## src/rtl/tx_bit_sequencer.sv

```systemverilog
`timescale 1ns/1ps
// UART-style transmit bit sequencer: frames a word as start/data/parity/stop bits,
// pacing each bit from an external baud divider that it enables for the frame.
module tx_bit_sequencer #(
    parameter int DATA_BITS = 8,
    parameter int PARITY    = 0,
    parameter int STOP_BITS = 1
) (
    input  logic                 clk_in,
    input  logic                 rst_n,
    input  logic [DATA_BITS-1:0] data_in,
    input  logic                 valid_in,
    output logic                 ready_out,
    input  logic                 baud_pulse,
    output logic                 div_en,
    output logic                 tx,
    output logic                 busy,
    output logic                 done
);

    typedef enum logic [2:0] {
        S_IDLE,
        S_SYNC,
        S_START,
        S_DATA,
        S_PARITY,
        S_STOP
    } state_t;

    localparam logic [2:0] LAST_BIT  = 3'(DATA_BITS - 1);
    localparam logic [2:0] LAST_STOP = 3'(STOP_BITS - 1);
    localparam logic       ODD_PAR   = (PARITY == 2);

    state_t               state;
    logic [DATA_BITS-1:0] data_sr;
    logic                 par_bit;
    logic [2:0]           bit_cnt;

    always_ff @(posedge clk_in or negedge rst_n) begin
        if (!rst_n) begin
            state     <= S_IDLE;
            data_sr   <= '0;
            par_bit   <= 1'b0;
            bit_cnt   <= '0;
            ready_out <= 1'b1;
            div_en    <= 1'b0;
            tx        <= 1'b1;
            busy      <= 1'b0;
            done      <= 1'b0;
        end else begin
            done <= 1'b0;
            case (state)
                S_IDLE: begin
                    // The cycle carrying done is not an accept cycle; the next word waits one more cycle.
                    if (valid_in && ready_out && !done) begin
                        data_sr   <= data_in;
                        par_bit   <= (^data_in) ^ ODD_PAR;
                        bit_cnt   <= '0;
                        ready_out <= 1'b0;
                        busy      <= 1'b1;
                        div_en    <= 1'b1;
                        state     <= S_SYNC;
                    end
                end
                S_SYNC: begin
                    if (baud_pulse) begin
                        tx    <= 1'b0;
                        state <= S_START;
                    end
                end
                S_START: begin
                    if (baud_pulse) begin
                        tx      <= data_sr[0];
                        data_sr <= data_sr >> 1;
                        bit_cnt <= '0;
                        state   <= S_DATA;
                    end
                end
                S_DATA: begin
                    if (baud_pulse) begin
                        if (bit_cnt == LAST_BIT) begin
                            bit_cnt <= '0;
                            if (PARITY != 0) begin
                                tx    <= par_bit;
                                state <= S_PARITY;
                            end else begin
                                tx    <= 1'b1;
                                state <= S_STOP;
                            end
                        end else begin
                            tx      <= data_sr[0];
                            data_sr <= data_sr >> 1;
                            bit_cnt <= bit_cnt + 3'd1;
                        end
                    end
                end
                S_PARITY: begin
                    if (baud_pulse) begin
                        tx      <= 1'b1;
                        bit_cnt <= '0;
                        state   <= S_STOP;
                    end
                end
                S_STOP: begin
                    if (baud_pulse) begin
                        if (bit_cnt == LAST_STOP) begin
                            done      <= 1'b1;
                            busy      <= 1'b0;
                            div_en    <= 1'b0;
                            ready_out <= 1'b1;
                            bit_cnt   <= '0;
                            state     <= S_IDLE;
                        end else begin
                            bit_cnt <= bit_cnt + 3'd1;
                        end
                    end
                end
                default: state <= S_IDLE;
            endcase
        end
    end

endmodule

```

## config.mk

```make
export PLATFORM = sky130hd
export DESIGN_NAME = tx_bit_sequencer
export DESIGN_NICKNAME = d
export VERILOG_FILES = /design/src/rtl/tx_bit_sequencer.sv
export SDC_FILE = /design/constraint.sdc
export NUM_CORES = 1
export LEC_CHECK = 0
export ABC_CLOCK_PERIOD_IN_PS = 1400
export CORE_ASPECT_RATIO = 0.6
export CORE_MARGIN = 3
export CORE_UTILIZATION = 44
export DETAILED_ROUTE_END_ITERATION = 8
export GPL_TIMING_DRIVEN = 0
export PLACE_DENSITY = 0.71
export SYNTH_ARGS = -nofsm -noshare
export SYNTH_HDL_FRONTEND = slang
export SYNTH_SLANG_ARGS = --single-unit
```

## constraint.sdc

```tcl
create_clock -name clk_in -period 1.4 [get_ports clk_in]
set_input_delay 0.28 -clock clk_in [delete_from_list [all_inputs] [get_ports clk_in]]
set_output_delay 0.28 -clock clk_in [all_outputs]
set_load 0.02 [all_outputs]
```

==> metrics.yaml, run 1 <==
outcome:
  status: "complete, but fails checks"
  violations: "negative setup slack"
layout:
  layout-drive-gt1-share: 0.378
  final_common_cell: "dfrtp_1"
  finish.utilization: 0.700
  diodes: 0
  area_growth_pct: 42.9
  nets: 143
  layout_common_cells: "15 x dfrtp_1, 10 x nor2_1, 10 x clkdlybuf4s50_1"
worst_setup_path:
  critPathMaxStageDelay_ns: 0.41
  r2r_cells: 7
  worstPathMaxFanout: 5
  critPathArrivalTime_ns: 1.73
  r2r-start: "bit_cnt[0]$_DFFE_PN0P_"
  worstSetupEndpointType: "register"
  r2r-end: "data_sr[5]$_DFFE_PN0P_"
  startpoint_type: "register"
  crit_required_ns: 1.60
  rrSetupSlack_ns: -0.14
  criticalPathCategory: "reg -> reg"
  cp_cell_sequence: "ha_2 > ha_4 > and2_4 > o22a_4 > buf_8 > nand2_2 > o21ai_2"
  crit_slowest_cell: "dfrtp_1"
die:
  core-area_um2: 1950
  rows: 12
  die_x_um: 66.2
  die_height_um: 42.1
  dieArea_um2: 2790
  initial_utilization: 0.490
  io_pins: 17
sta:
  period_share: 1.10
  final.setup_skew_ns: 0.0104
  rsz0062_at_grt: "true"
  tightest_slew_ns: 0.805
  fmax_ghz: 0.651
  finalWorstSetupSlack_ns: -0.136
  fin_crit_ns: 1.54
  timing.hold.ws_ns: 0.428
  slew_headroom: 0.462
  slew_violations: 0
  hold_viol: 0
  setup_viol: 10
  fin_tns_setup_ns: -1.09
cts:
  clock_sinks: 18
  cts.path.max_buffers: 2
  clkLatencyLatePin_ns: 0.30
  path_clk_slew_ns: 0.11
  htreeDepth: 1
  cts_buffers: 3
  root_buffer: "clkbuf_4"
  cts_tree: "done"
pwr:
  pwr-share-comb: 0.509
  peakVddDrop_uv: 894
  internal_power_w: 0.00151
  p_seq_frac: 0.359
  power_density_nw_per_um2: 1810
  p_clk_frac: 0.133
  switchingPower_w: 0.000965
  power_switching_share: 0.390
  p_leak_nw: 0.619
grt:
  grt_pass1_vias: 799
  antenna_found_initial: 0
  track_usage: 0.173
  grt_max_degree: 19
  grt-ovfl-total: 0
  grt_pass1_wl_mm: 3.68
yosys:
  synth_cell_types: 31
  ys.warnings.count: 0
  async_flop_share: 1.00
  synth_top_cell_area_share: 0.419
  ys_seq_elements: 18
  ys_seq_area_frac: 0.474
  synth_area_um2: 956
  synth-main-ff-cell: "dfrtp_1"
  syn_area_per_cell_um2: 9.66
  synthTopCellsByArea: "dfrtp_1 42%, mux2i_1 7.3%, dfstp_2 5.5%"
  synthCells: 99
  synth_nets: 114
  synth_edf_count: 0
  yosysTopAreaCell: "dfrtp_1"
route:
  vias: 828
  antenna_left: 0
  drt_iter0_markers: 74
  viasPerCell: 5.34
  wl_mm: 2.26
  drt-pass1-iter-count: 4
  drc: 0
  post_drt_wl_per_cell_um: 14.6
placement:
  post-place-ws_ns: -0.307
  gp_congestion: 0.829
  port_buffers: 15
  dp_hpwl_mm: 1.48
run:
  cap_violations: 0
hold_path:
  holdCritPathClass: "in -> async"
==> cell type report <==
cell class,count,area [um^2]
plain buffers,6,47.5
inverters,5,18.8
flip-flops and latches,18,454
clock buffers,4,36.3
well taps,28,35.0
fillers,150,586
repair buffers,24,234
multi-input cells,70,541
==> per-layer routing <==
layer / wire, um / part of all wire / global-route usage / vias up
met5: 0 / 0 / 0 / -
met4: 6 / 0.0027 / 0.0162 / 0
met3: 184 / 0.081 / 0.0643 / 2
met2: 1030 / 0.46 / 0.245 / 33
met1: 1040 / 0.46 / 0.259 / 387
li1: - / - / - / 406
==> what timing repair did <==
item,4_1_cts,5_1_grt
buffers inserted,7,1
gates cloned,1,0
pin swaps,7,8
resized for setup,22,18
endpoints found under the setup margin,16,15
hold buffers,0,0
==> critical path: cells and delay by family, from the launching register on <==
kind	cells	cell delay (ns)
flops	1	0.41
fa+ha+maj	2	0.37
compound gates	2	0.30
simple gates	2	0.19
buf+inv	1	0.16
==> flip-flops by register name, indices dropped and copies added, names as in the netlist <==
register and flops:
done 1, state 3, bit_cnt 3, tx 1, busy 1, data_sr 8
ready_out 1
==> how the worst max path moves through the flow <==
stage,startpoint,to,slack (ns)
6_report,bit_cnt[0]$_DFFE_PN0P_,data_sr[5]$_DFFE_PN0P_,-0.14
5_1_grt,bit_cnt[0]$_DFFE_PN0P_,bit_cnt[1]$_DFFE_PN0P_,-0.20
4_1_cts,bit_cnt[1]$_DFFE_PN0P_,data_sr[6]$_DFFE_PN0P_,-0.10
3_5_place_dp,valid_in,bit_cnt[0]$_DFFE_PN0P_,-0.31
3_3_place_gp,valid_in,bit_cnt[0]$_DFFE_PN0P_,-0.28
2_1_floorplan,bit_cnt[1]$_DFFE_PN0P_,data_sr[1]$_DFFE_PN0P_,-0.03
==> Yosys cell counts (all sizes together), types with 2 or more instances <==
library cell  count
nand3             2
dfstp             2
o21ai             8
inv               5
buf               5
o22ai             2
nand2b            4
dfrtp            16
nor2             11
nand3b            2
nor3              2
a21oi             8
nand2            11
ha                3
mux2i             7
==> per-stage QoR <==
step	cell area, um^2	power [W]	instances
after detailed placement	1160	0.00187	142
after global routing	1370	0.00266	155
after CTS	1310	0.00234	154
final	1370	0.00247	155
after floorplan	978	0.00156	99
after global placement	1160	0.00182	142
==> cell families (layout without fill, tap and decap cells) <==
group	count (synthesis)	after routing	share of synthesized area
compound gates	24	24	0.165
mux	8	8	0.0851
flops	18	18	0.474
simple gates	35	35	0.178
buf+inv	11	39	0.0589
fa+ha+maj	3	3	0.0393
==> power groups by stage <==
stage               registers [W]  clock network [W]  logic [W]
global route             0.000912           0.000362    0.00139
detailed placement       0.000871                  0   0.000999
floorplan                0.000894                  0   0.000671
CTS                      0.000861           0.000335    0.00115
global placement         0.000862                  0   0.000958
finish                   0.000888           0.000329    0.00126
Power figures use the tool's default switching activity.
==> run 2: changes to the inputs <==
- ABC_CLOCK_PERIOD_IN_PS: 1400 -> default
- GPL_TIMING_DRIVEN: 0 -> 1
==> metrics.yaml, run 2 (synthesis gave the netlist of run 1 again) <==
grt:
  grt_pass1_vias: 789
  antenna_found_initial: 0
  grt_pass1_wl_mm: 3.77
  track_usage: 0.177
  grt-ovfl-total: 0
  grt_max_degree: 19
sta:
  fmax_ghz: 0.699
  finalWorstSetupSlack_ns: -0.0305
  hold_viol: 0
  rsz0062_at_grt: "true"
  period_share: 1.02
  final.setup_skew_ns: 0.00477
  slew_headroom: 0.812
  setup_viol: 9
  slew_violations: 0
  tightest_slew_ns: 0.281
  fin_crit_ns: 1.43
die:
  die_height_um: 42.1
  rows: 12
  initial_utilization: 0.490
  dieArea_um2: 2790
  core-area_um2: 1950
  io_pins: 17
  die_x_um: 66.2
worst_setup_path:
  criticalPathCategory: "reg -> reg"
  worstPathMaxFanout: 8
  critPathArrivalTime_ns: 1.62
  worstSetupEndpointType: "register"
  crit_required_ns: 1.59
  r2r_cells: 6
  startpoint_type: "register"
outcome:
  violations: "negative setup slack"
  status: "complete, but fails checks"
layout:
  layout_common_cells: "15 x dfrtp_1, 13 x buf_4, 11 x clkdlybuf4s50_1, 10 x nor2_1"
  largest_reg_flops: 8
  stdcell_area_um2: 1350
  nets: 146
  final_common_cell: "dfrtp_1"
  layout-drive-gt1-share: 0.362
  area_growth_pct: 41.0
  reg_top3: "data_sr x8, bit_cnt x3, state x3"
  layoutNonFillerInstCount: 158
  largest_register: "data_sr"
  diodes: 0
cts:
  cts.path.max_buffers: 2
  cts_hold_buf: 0
  path_clk_slew_ns: 0.10
  clock_sinks: 18
  htreeDepth: 1
  root_buffer: "clkbuf_4"
  cts_tree: "done"
  cts_buffers: 3
  clkLatencyLatePin_ns: 0.29
route:
  post_drt_wl_per_cell_um: 14.2
  wl_mm: 2.24
  drc: 0
  antenna_left: 0
  vias: 848
  drt-pass1-iter-count: 4
  viasPerCell: 5.37
  drt_iter0_markers: 43
run:
  cap_violations: 0
placement:
  post-place-ws_ns: -0.205
  gp_congestion: 0.895
  dp_hpwl_mm: 1.54
  port_buffers: 16
  placed_area_um2: 1240
  dp.cells: 151
pwr:
  p_leak_nw: 0.595
  power_switching_share: 0.384
  p_seq_frac: 0.369
  total_power_w: 0.00234
  pwr-share-comb: 0.495
  power_density_nw_per_um2: 1740
  p_clk_frac: 0.136
  internal_power_w: 0.00144
  switchingPower_w: 0.000898
  peakVddDrop_uv: 980
hold_path:
  holdCritPathClass: "in -> async"
-- run 2: changes by cell type in the layout (fill, tap and decap cells not counted), moves of 2 or more --
cell	change
buf_4	+6
nand2_4	-5
buf_2	-3
nand2_2	+3
nand2_1	+2
o21ai_1	+2
o21ai_2	-2
-- run 2: critical path: stages (launching register included) --
cell     delay (ns)
dfrtp_1        0.41
ha_2           0.21
ha_4           0.16
and2_4         0.14
o22a_4         0.25
nand2_2        0.09
o21ai_2        0.05
-- run 2: area by class of cell --
class	instances	area [um^2]
multi-input cells	71	519
repair buffers	32	284
fillers	157	604
flip-flops and latches	18	454
inverters	5	18.8
clock buffers	4	36.3
well taps	28	35.0
-- run 2: path summary, 6_finish.rpt --
kind,slack [ns],from,end
hold / removal,0.30,rst_n,data_sr[0]$_DFFE_PN0P_
hold reg to reg,0.50,data_sr[6]$_DFFE_PN0P_,data_sr[6]$_DFFE_PN0P_
min in group clk_in,0.50,data_sr[6]$_DFFE_PN0P_,data_sr[6]$_DFFE_PN0P_
setup reg to reg,-0.03,bit_cnt[1]$_DFFE_PN0P_,data_sr[3]$_DFFE_PN0P_
max in group asynchronous,0.84,rst_n,ready_out$_DFFE_PN1P_
setup / recovery,-0.03,bit_cnt[1]$_DFFE_PN0P_,data_sr[3]$_DFFE_PN0P_
-- run 2: routing by layer --
layer	up-vias	track usage	part of all wire
met3	4	0.0483	0.073
met5	-	0	0
met1	399	0.258	0.47
met2	38	0.268	0.45
met4	0	0.0243	0.0076
li1	407	-	-
-- run 2: metrics by stage --
stage,setup TNS [ns],hold WS (ns),util
floorplan,-0.210,-0.0156,-
global placement,-1.77,0.453,0.636
detailed placement,-2.17,0.467,0.636
CTS,-0.124,0.309,0.665
global route,-0.738,0.314,0.690
finish,-0.124,0.303,0.690
-- run 2: what timing repair did --
action	4_1_cts	5_1_grt
pin swaps	4	13
setup endpoints to repair	13	12
gates cloned	1	0
hold endpoints to repair	0	0
setup buffers	0	2
resized for setup	12	13
-- run 2: power by group through the flow --
stage / Clock (W) / Sequential (W) / Combinational [W]
finish: 0.000319 / 0.000864 / 0.00116
global route: 0.000361 / 0.000888 / 0.00127
CTS: 0.000334 / 0.000853 / 0.00109
detailed placement: 0 / 0.000858 / 0.00108
global placement: 0 / 0.000847 / 0.00105
floorplan: 0 / 0.000894 / 0.000671
==> patch 1 (settings of run 2) <==
The parameter `PARITY` goes from 0 to 1.
--- a/src/rtl/tx_bit_sequencer.sv
+++ b/src/rtl/tx_bit_sequencer.sv
@@ -3,7 +3,7 @@
 // pacing each bit from an external baud divider that it enables for the frame.
 module tx_bit_sequencer #(
     parameter int DATA_BITS = 8,
-    parameter int PARITY    = 0,
+    parameter int PARITY    = 1,
     parameter int STOP_BITS = 1
 ) (
     input  logic                 clk_in,
Check against the original RTL: same outputs for any inputs over 10 cycles, from zero or initial values and one cycle with rst_n low; that may be too few to reach the edited logic, so the function may still have changed.
==> patch 1 against run 2 <==
  * The run still ends with negative setup slack left
  * Global-route usage is 1.8 points higher
  * Area after synthesis rose by 19%
  * Setup slack worse by 0.12 ns
  * Count of clock-buffer cells in the layout decreased by 1
  * Non-clock buffer count up 13
  * Final cell count rose by 21%
  * Critical path type unchanged
  * Cell area is 32% higher
  * Wire length up 47%
  * Sequential cell count grew 1
  * Critical endpoint is now data_sr[6]$_DFFE_PN0P_
  * Synthesized cell count up 19%
  * Via count up 26%
Power is not compared: it rests on default switching activity, and its combinational part moved more than twofold at a synthesized area within 25%.
==> patch 1: results (changes against run 2) <==
status=finished with violations; failing checks=negative setup slack; Syn. warnings=0 (unchanged); crit-path max FO=5 (-3); Num CTS Buffers=3 (unchanged); ys flop type=dfrtp_1; Area contributors post-synth=dfrtp_1 37%, mux2i_1 8.8%, xnor2_1 5.4%; placed cell area=1526 um2 (+23%); Post-synth top cells=17 x dfrtp_1, 11 x a21oi_1, 10 x mux2i_1, 7 x nor2_1, 7 x xnor2_1; clock network latency to the later pin of the worst-skew pair=0.26 ns (-0.03 ns); Leakage=just under 0.8 nW; CTS max path bufs=2 (unchanged); initial antenna violation count=0 (unchanged); root buffer cell=clkbuf_8; global-route wire length before repair=4636 um (+23%); Worst EP arrival=1.70 ns (+0.08 ns); worst hold path type=in2async; Clk pin slew, worst setup/hold paths=0.08 ns (-0.02 ns); proportion of layout cells with a drive suffix above 1=41.61% (+5.5 points); skew final=0.005121 ns (+0.0003533 ns); vias in the first global route=971 (+23%); ANT cells=0 (unchanged); sw frac=43.73%; Net Count, Synth=134 (+18%); Worst path slowest cell=dfrtp_1; final count of negative-setup-slack endpoints=12 (+3); final HPWL from detailed placement=2104 um (+37%); RePlAce Congestion=0.8084 (-9.7%); post-synthesis cell type count=38 (+23%); starting DRC count in detailed routing=38 (-12%); pin count of the biggest net entering global routing=20 (+1); FF-to-FF path depth=6 (unchanged); H-tree level count=1 (unchanged); IO Port Bufs=16 (unchanged); ys async rst share=100.0% (unchanged); Via density=5.592 (+4.2%); worst vdd ir=between 1 and 1.5 mV; GRT Total Usage=19.53% (+1.8 points); Pre-antenna DRT Iters=4 (unchanged); nets=178 (+22%); final setup margin=-0.1488 ns (-0.1184 ns); biggest registers after layout=data_sr: 8 flops, bit_cnt: 3 flops, state: 3 flops; wirelength, routed=3297 um (+47%); max cap viols=0 (unchanged); max incr delay on CP=0.42 ns; Seq/Total Area, Yosys=41.89% (-5.5 points); Rel. slew slack=77.02% (-4.2 points)
-- patch 1: critical path: cells and delay by family, from the launching register on --
kind,cells,cell delay [ns]
compound gates,2,0.33
flops,1,0.42
buf+inv,1,0.17
fa+ha+maj,2,0.35
simple gates,1,0.16
-- patch 1: power by group through the flow --
stage / combinational (mW) / sequential [mW] / clock [mW]
2_1_floorplan: 1.32 / 0.964 / 0
3_3_place_gp: 2.00 / 0.954 / 0
3_5_place_dp: 2.06 / 0.969 / 0
4_1_cts: 2.22 / 0.978 / 0.402
5_1_grt: 2.96 / 1.04 / 0.422
6_report: 2.77 / 1.01 / 0.402
-- patch 1: timing repair --
action | 4_1_cts | 5_1_grt
pin swaps | 6 | 12
hold buffers | 0 | 0
gates cloned | 1 | 1
setup buffers | 0 | 3
resized for setup | 21 | 24
setup endpoints to repair | 19 | 18
-- patch 1: cell type report --
class,instances,area (um2)
multi-input combinational,86,780.7
clock inverter,1,5.005
fill,139,531.8
clock buffer,3,41.29
inverter,7,26.28
timing repair buffer,45,407.9
sequential,19,479.2
tap,30,37.54
-- patch 1: cells by family after synthesis --
family          after synthesis  share of synthesized area (%)
compound gates               32                          18.86
flops                        19                          41.89
buf+inv                      14                          6.030
fa+ha+maj                     4                          4.386
xor+xnor                      8                          6.141
mux                          11                          9.759
simple gates                 30                          12.94
-- patch 1: path summary, 6_finish.rpt --
check	startpoint	slack, ns	end
hold reg to reg	tx$_DFFE_PN1P_	0.53	tx$_DFFE_PN1P_
max in group asynchronous	rst_n	0.80	tx$_DFFE_PN1P_
hold / removal	rst_n	0.34	done$_DFF_PN0_
min in group clk_in	tx$_DFFE_PN1P_	0.53	tx$_DFFE_PN1P_
setup reg to reg	bit_cnt[0]$_DFFE_PN0P_	-0.15	data_sr[6]$_DFFE_PN0P_
setup / recovery	bit_cnt[0]$_DFFE_PN0P_	-0.15	data_sr[6]$_DFFE_PN0P_
-- patch 1: through the flow --
step,instances,power [mW],setup WS (ns),setup TNS [ns]
6_report,191,4.183,-0.1488,-1.104
5_1_grt,191,4.422,-0.2176,-2.039
4_1_cts,187,3.598,-0.1258,-1.121
3_5_place_dp,182,3.031,-0.2669,-3.690
3_3_place_gp,182,2.957,-0.2058,-3.008
2_1_floorplan,118,2.282,-0.001945,-0.007780
-- patch 1: layer usage --
metal | part of all wire [%] | up-vias | GRT usage, %
met1 | 45 | 523 | 25.58
met2 | 49 | 25 | 31.39
met4 | 1.5 | 0 | 5.243
met5 | 0 | - | 0
li1 | - | 511 | -
met3 | 5.0 | 9 | 6.608
==> patch 2 (settings of run 2) <==
Without the edit above. Encoding of `state_t`: now Gray code (3 bits for 6 states).
--- a/src/rtl/tx_bit_sequencer.sv
+++ b/src/rtl/tx_bit_sequencer.sv
@@ -19,12 +19,12 @@
 );
 
     typedef enum logic [2:0] {
-        S_IDLE,
-        S_SYNC,
-        S_START,
-        S_DATA,
-        S_PARITY,
-        S_STOP
+        S_IDLE   = 3'b000,
+        S_SYNC   = 3'b001,
+        S_START  = 3'b011,
+        S_DATA   = 3'b010,
+        S_PARITY = 3'b110,
+        S_STOP   = 3'b111
     } state_t;
 
     localparam logic [2:0] LAST_BIT  = 3'(DATA_BITS - 1);
Function: same outputs for any inputs over 10 cycles, from zero or initial values and one cycle with rst_n low; not proved beyond that.
==> patch 2 against run 2 <==
  * The run still ends with negative setup slack left
  * Sequential cell count stayed put
  * Clock power is 20% lower
  * Total power is 13% higher
  * Final cell count stayed put
  * Area after synthesis is 1.2% lower
  * Cell area is 7.0% higher
  * Wire length is 14% higher
  * Setup slack worse by 0.16 ns
==> patch 2: results (changes against run 2) <==
status=finished with violations; failing checks=negative setup slack; design area=1441 um2 (+7.0%); mux contribution to synthesized area=1.060% (-7.4 points); FF+latch count=18 (unchanged); drt wl/cell=16.14 um (+14%); pre-CTS setup slack=-0.4490 ns (-0.2443 ns); worst vdd ir=0.8940 mV (-8.8%); Post-synth top cells=16 x dfrtp_1, 14 x inv_1, 11 x a21oi_1, 8 x o22ai_1; Non-CTS inverters=14 (+9); syn avg cell area=9.840 um2 (+1.9%); biggest registers after layout=data_sr: 8 flops, bit_cnt: 3 flops, state: 2 flops; skew final=0.001888 ns (-0.002880 ns); Seq/Total Area, Yosys=47.95% (+0.56 points); critical path capture point=data_sr[7]$_DFFE_PN0P_; final HPWL from detailed placement=1646 um (+7.0%); final count of negative-setup-slack endpoints=15 (+6); proportion of layout cells with a drive suffix above 1=41.54% (+5.4 points); placed cells=153 (+1.3%); sw frac=40.00% (+1.6 points); CLK BUF=3 (-1); Non-clock buffers=37 (+16%); Worst R2R End=data_sr[7]$_DFFE_PN0P_; final setup margin=-0.1901 ns (-0.1597 ns); Clock-cell share=1.563% (-1.1 points); Tot Pwr=2.635 mW (+13%); final core utilization=74.42% (+5.4 points); FF-to-FF path depth=5 (-1); hold slack=0.3039 ns (+0.0009610 ns); comb_multi_in=58 (-18%); seq pwr=0.850 mW (-2%); clock share of power=9.7% (-3.9 points); placed cell area=1254 um2 (+1.0%); Worst EP arrival=1.78 ns (+0.16 ns); RePlAce Congestion=0.8586 (-4.1%)
-- patch 2: changes by cell type after synthesis, moves of 5 or more --
| cell | delta |
|---|---|
| o21ai_1 | -5 |
| nor2_1 | -6 |
| o22ai_1 | +6 |
| nand2_1 | -7 |
| inv_1 | +9 |
| mux2i_1 | -6 |
-- patch 2: repair_timing --
| item | CTS | global route |
|---|---|---|
| pin swaps | 6 | 14 |
| setup endpoints to repair | 20 | 19 |
| setup buffers | 2 | 2 |
| endpoints found under the hold margin | 0 | 0 |
| resized for setup | 26 | 19 |
-- patch 2: logic make-up (layout without fill, tap and decap cells) --
logic type	Yosys count	count (layout)
AOI/OAI and AO/OA	35	35
adders and majority gates	3	3
buffers and inverters	20	54
DFF	18	18
muxes	1	1
and+or+nand+nor	19	19
-- patch 2: routing by layer --
layer	vias up	GRT usage [%]	share of wire, %
li1	411	-	-
met1	421	26.39	46
met2	33	31.27	48
met3	2	5.946	4.9
met4	0	3.719	0.47
met5	-	0	0
